**src/rtl/bcd_converter_seq.sv**
```systemverilog
// -----------------------------------------------------------------------------
// bcd_converter_seq
//
// Sequential binary-to-BCD converter using the shift-add-3 (double dabble)
// algorithm, one operand bit per clock, MSB first.
//
// A conversion is accepted from IDLE on a rising edge with start=1. It runs
// BIN_WIDTH SHIFT cycles and then one FINISH cycle. The FINISH cycle publishes
// the result registers and pulses done. The result is bin mod 10^DEC_WIDTH.
// ovf flags operands that do not fit in DEC_WIDTH digits.
//
// Parameters:
//   BIN_WIDTH  binary operand width (1..32)
//   DEC_WIDTH  number of BCD output digits (1..10)
//
// Ports:
//   clk    in   rising-edge clock
//   rst_n  in   asynchronous active-low reset
//   start  in   conversion request, honoured only while idle
//   bin    in   unsigned operand, captured on the edge that accepts start
//   busy   out  conversion in progress (SHIFT or FINISH)
//   done   out  one-cycle pulse, bcd/ovf valid from this cycle on
//   bcd    out  packed BCD result, digit k in [4k+3:4k]
//   ovf    out  operand >= 10^DEC_WIDTH
// -----------------------------------------------------------------------------
module bcd_converter_seq #(
    parameter int BIN_WIDTH = 16,
    parameter int DEC_WIDTH = 5
) (
    input  logic                   clk,
    input  logic                   rst_n,
    input  logic                   start,
    input  logic [BIN_WIDTH-1:0]   bin,
    output logic                   busy,
    output logic                   done,
    output logic [DEC_WIDTH*4-1:0] bcd,
    output logic                   ovf
);

    localparam int BCD_W = DEC_WIDTH * 4;
    localparam int CNT_W = $clog2(BIN_WIDTH + 1);

    localparam logic [CNT_W-1:0] CNT_LOAD = CNT_W'(BIN_WIDTH);
    localparam logic [CNT_W-1:0] CNT_ONE  = CNT_W'(1);

    typedef enum logic [1:0] {
        S_IDLE,
        S_SHIFT,
        S_FINISH
    } state_t;

    state_t               r_state;
    logic [BIN_WIDTH-1:0] r_shift;
    logic [BCD_W-1:0]     r_digits;
    logic [CNT_W-1:0]     r_cnt;
    logic                 r_ovf_int;
    logic [BCD_W-1:0]     r_bcd;
    logic                 r_ovf;
    logic                 r_busy;
    logic                 r_done;

    logic [BCD_W-1:0]     w_adj;
    logic [BCD_W-1:0]     w_digits_next;
    logic                 w_carry;

    // Add-3 correction on every digit that would reach 10 or more when doubled.
    generate
        for (genvar gi = 0; gi < DEC_WIDTH; gi++) begin : g_adj
            assign w_adj[gi*4 +: 4] = (r_digits[gi*4 +: 4] >= 4'd5)
                                    ? r_digits[gi*4 +: 4] + 4'd3
                                    : r_digits[gi*4 +: 4];
        end
    endgenerate

    // Shift the corrected chain left by one. The operand MSB enters digit 0.
    // The bit leaving the top digit is a carry past the last digit, so the
    // operand is too large for DEC_WIDTH digits.
    assign w_digits_next = {w_adj[BCD_W-2:0], r_shift[BIN_WIDTH-1]};
    assign w_carry       = w_adj[BCD_W-1];

    always_ff @(posedge clk or negedge rst_n) begin
        if (!rst_n) begin
            r_state   <= S_IDLE;
            r_shift   <= '0;
            r_digits  <= '0;
            r_cnt     <= '0;
            r_ovf_int <= 1'b0;
            r_bcd     <= '0;
            r_ovf     <= 1'b0;
            r_busy    <= 1'b0;
            r_done    <= 1'b0;
        end else begin
            r_done <= 1'b0;
            case (r_state)
                S_IDLE: begin
                    if (start) begin
                        r_shift   <= bin;
                        r_digits  <= '0;
                        r_ovf_int <= 1'b0;
                        r_cnt     <= CNT_LOAD;
                        r_busy    <= 1'b1;
                        r_state   <= S_SHIFT;
                    end
                end
                S_SHIFT: begin
                    r_digits <= w_digits_next;
                    r_shift  <= r_shift << 1;
                    r_cnt    <= r_cnt - CNT_ONE;
                    if (w_carry) begin
                        r_ovf_int <= 1'b1;
                    end
                    // The count reaches zero on the last shift. Because FINISH
                    // does not decrement it, it never wraps.
                    if (r_cnt == CNT_ONE) begin
                        r_state <= S_FINISH;
                    end
                end
                S_FINISH: begin
                    r_bcd   <= r_digits;
                    r_ovf   <= r_ovf_int;
                    r_done  <= 1'b1;
                    r_busy  <= 1'b0;
                    r_state <= S_IDLE;
                end
                default: begin
                    r_state <= S_IDLE;
                end
            endcase
        end
    end

    assign busy = r_busy;
    assign done = r_done;
    assign bcd  = r_bcd;
    assign ovf  = r_ovf;

endmodule

```
**config.mk**
```make
export PLATFORM = sky130hd
export DESIGN_NAME = bcd_converter_seq
export DESIGN_NICKNAME = d
export VERILOG_FILES = /design/src/rtl/bcd_converter_seq.sv
export SDC_FILE = /design/constraint.sdc
export NUM_CORES = 1
export LEC_CHECK = 0
export ABC_AREA = 0
export BUFFER_PORTS_ARGS = -buffer_cell sky130_fd_sc_hd__buf_2
export CORE_MARGIN = 4
export CORE_UTILIZATION = 60
export CTS_CLUSTER_SIZE = 40
export DETAILED_ROUTE_END_ITERATION = 10
export PLACE_DENSITY_LB_ADDON = 0.3
export SYNTH_ARGS = -nofsm -noshare
export SYNTH_HDL_FRONTEND = slang
export SYNTH_SLANG_ARGS = --single-unit
```
**constraint.sdc**
```tcl
create_clock -name clk -period 3.2 [get_ports clk]
set_input_delay 0.32 -clock clk [delete_from_list [all_inputs] [get_ports clk]]
set_output_delay 0.32 -clock clk [all_outputs]
set_load 0.02 [all_outputs]
```
==> results by group <==
Clock tree
  • CTS Buf Count: 9
  • H-tree depth: 3
  • Clock Latency Late Sink: 0.34 ns
  • Resized Gates After CTS: 0
  • Max Root-Sink Buffers: 2
  • Clk root buf: clkbuf_8
  • CTS Hold Buffers Added: 0
  • Setup Buffers After CTS: 0
  • # clock sinks: 67
  • CTS tree: done
  • Clk pin slew, worst setup/hold paths: 0.07 ns

Critical path
  • Reg2reg start: r_state[1]
  • WP data arrival: 2.15 ns
  • Critical path class: reg -> reg
  • Max stage delay on crit path: 0.62 ns
  • RR Endpoint: r_cnt[3]
  • Slowest cell on crit path: or4_1
  • Critical-path maximum fanout: 22
  • Worst setup SP type: register
  • FF-to-FF path depth: 4
  • Crit-path cells: nand2b_1 -> or4_1 -> nand3_1 -> o21ai_0
  • CP Capture Type: register
  • Req. time, crit path: 3.42 ns
  • Reg2Reg Setup Slack: 1.28 ns

Synthesis
  • Post-Synth Simple-Gate Area: 11.0%
  • Synthesized area per cell: 11.0 sq um
  • Post-Syn Area: 3000 sq um
  • Mux share of post-synthesis cell area: 5.75%
  • Warnings from Yosys: 0
  • Post-synth EDFFs: 0
  • Asr flop ratio synth: 100%
  • Post-Synth XOR/XNOR Area: 2.33%
  • Synthesized instance count: 272
  • Post-synthesis compound-gate area fraction: 15.5%
  • Synth area leader: dfrtp_1
  • Count leader, synth: dfrtp_1
  • Top cells by count, synth: dfrtp_1 (67), nand2_1 (47), o21ai_0 (21), a22oi_1 (15), inv_1 (15)
  • Largest cells by area after synthesis: dfrtp_1 (56%), nand2_1 (5.9%), ha_1 (5.0%), a22oi_1 (3.7%), mux2_2 (3.7%)
  • Ys flop type: dfrtp_1
  • Syn Nets: 303
  • Yosys top cell area share: 55.8%
  • Register area share after synthesis: 55.8%
  • Main combinational cell family by area after synthesis: compound AO/OA/AOI/OAI gates
  • Cell variety after synth: 31
  • Yosys reg bits: 67
  • Adder-cell share of the synthesized area: 5.00%

Timing
  • Period Utilization, post-route: 60.1%
  • Final setup fails: 0
  • Final hold vios: 0
  • Slew Limit Fails: 0
  • PnR worst setup slack: 1.28 ns
  • Clock skew: 0.00465 ns
  • Worst Tran Pin Value: 0.997 ns
  • RSZ-0062 raised after global routing: false
  • Fmax: 520 MHz
  • Slew headroom: 33.4%
  • Final TNS setup: 0 ns
  • Min cycle time layout: 1.92 ns

Drt
  • DR vias/cell: 5.66
  • DR WL/cell: 14.4 um
  • DRT antenna net count: 0
  • Drc violations: 0
  • Via count: 2189
  • Iter 0 DRT Violations: 120
  • Pre-antenna DRT Iters: 5
  • Post-Route WL: 5.59 mm

Power and ir drop
  • LEAKAGE: 0.00173 uW
  • Total power draw: 3550 uW
  • Max IR drop VDD: 0.506 mV
  • Power density over cell area: 1040 nW/um^2

GRT
  • First-pass GRT wire length: 9.68 mm
  • Antenna violations before repair: 0
  • Tot GR Track Use: 20.2%
  • Vias in the first global route: 2218
  • Grt total ovfl: 0
  • Pin count of the biggest net entering global routing: 34

Layout
  • Nets@finish: 346
  • Area grow syn2layout: 14.2%
  • Fillers: 363
  • Layout cells sized above 1: 22.5%
  • Post-Route Utilization: 71.7%
  • Antenna Cells: 0
  • Post-route insts no fill: 387
  • Multi-input logic area: 1200 sq um
  • Sequential cell area: 1680 sq um

Placement
  • DP Cell Count: 371
  • Placer Congestion: 0.748
  • Detail Placement HPWL: 3.65 mm
  • Port Buf Inserts: 41
  • Pre-CTS setup slack: 1.29 ns

Floorplanning
  • Die X: 78.8 um
  • Core ar.: 4790 sq um
  • DIE AREA: 6200 sq um
  • Std cell rows: 25
  • Initial Util: 62.8%
  • Chip height: 78.8 um
  • Ports: 42

Job
  • Max Cap Viol: 0

Outcome
  • Status: complete, no violations

Min path
  • Hold Path Class: in -> async
## per-stage QoR
step,hold WS [ns],cell area [sq um]
finish,0.0296,3430
global placement,0.411,3260
CTS,0.0490,3430
global route,0.0822,3430
floorplan,0.0244,3000
detailed placement,0.412,3260
## power breakdown
part           leakage [uW]  switching, uW  internal, uW
Sequential         0.000856            239          1200
Clock             0.0000905            300           322
Combinational      0.000779            865           622
## per-layer routing
| metal | global-route usage [%] | vias to the layer above | part of all wire [%] |
|---|---|---|---|
| li1 | - | 1046 | - |
| met2 | 33.0 | 48 | 47 |
| met5 | 0 | - | 0 |
| met4 | 11.2 | 0 | 2.2 |
| met3 | 4.99 | 13 | 5.2 |
| met1 | 24.6 | 1082 | 46 |
## registers in the layout (all words and copies together), names as in the netlist
signal	flops
busy	1
done	1
ovf	1
r_state	2
bcd	20
r_ovf_int	1
r_digits	20
r_shift	16
r_cnt	5
## cell families after synthesis
logic type | count (synthesis)
multiplexers | 16
buffers and inverters | 29
flip-flops | 67
AND/OR/NAND/NOR | 70
AO/OA/AOI/OAI | 70
XOR/XNOR | 8
adder cells (fa/ha/maj) | 12
## cell type report
| type | count | area share [%] |
|---|---|---|
| Clock buffer | 14 | 4.74 |
| Clock inverter | 2 | 0.292 |
| Inverter | 15 | 1.64 |
| Multi-Input combinational cell | 176 | 34.9 |
| Sequential cell | 67 | 48.9 |
| Tap cell | 67 | 2.44 |
| Timing Repair Buffer | 46 | 7.08 |
## worst max path at each step
| stage | from | end | slack [ns] | depth (start not counted) |
|---|---|---|---|---|
| after floorplan | r_state[1] | r_digits[7] | 1.74 | 6 |
| after global placement | r_state[1] | r_cnt[3] | 1.31 | 4 |
| after detailed placement | r_state[1] | r_cnt[3] | 1.29 | 4 |
| after CTS | r_state[1] | r_cnt[3] | 1.25 | 4 |
| after global routing | r_state[1] | r_cnt[3] | 1.12 | 4 |
| final | r_state[1] | r_cnt[3] | 1.28 | 4 |
## cell usage in the layout (no fill, tap or decap), types with 6 or more instances in the layout
cell type / count
dfrtp_1: 67
nand2_1: 47
buf_2: 41
o21ai_0: 21
inv_1: 15
a22oi_1: 15
ha_1: 12
clkbuf_8: 11
mux2_2: 10
a21oi_1: 8
o22ai_1: 7
nand2b_1: 6
o31ai_1: 6
mux2i_1: 6
## worst max-delay path, delay by kind of cell (launching register included)
kind | cells | cell delay (ns)
simple gates | 3 | 1.30
flops | 1 | 0.43
compound gates | 1 | 0.08
No activity file was read; power rests on OpenSTA's default activity.
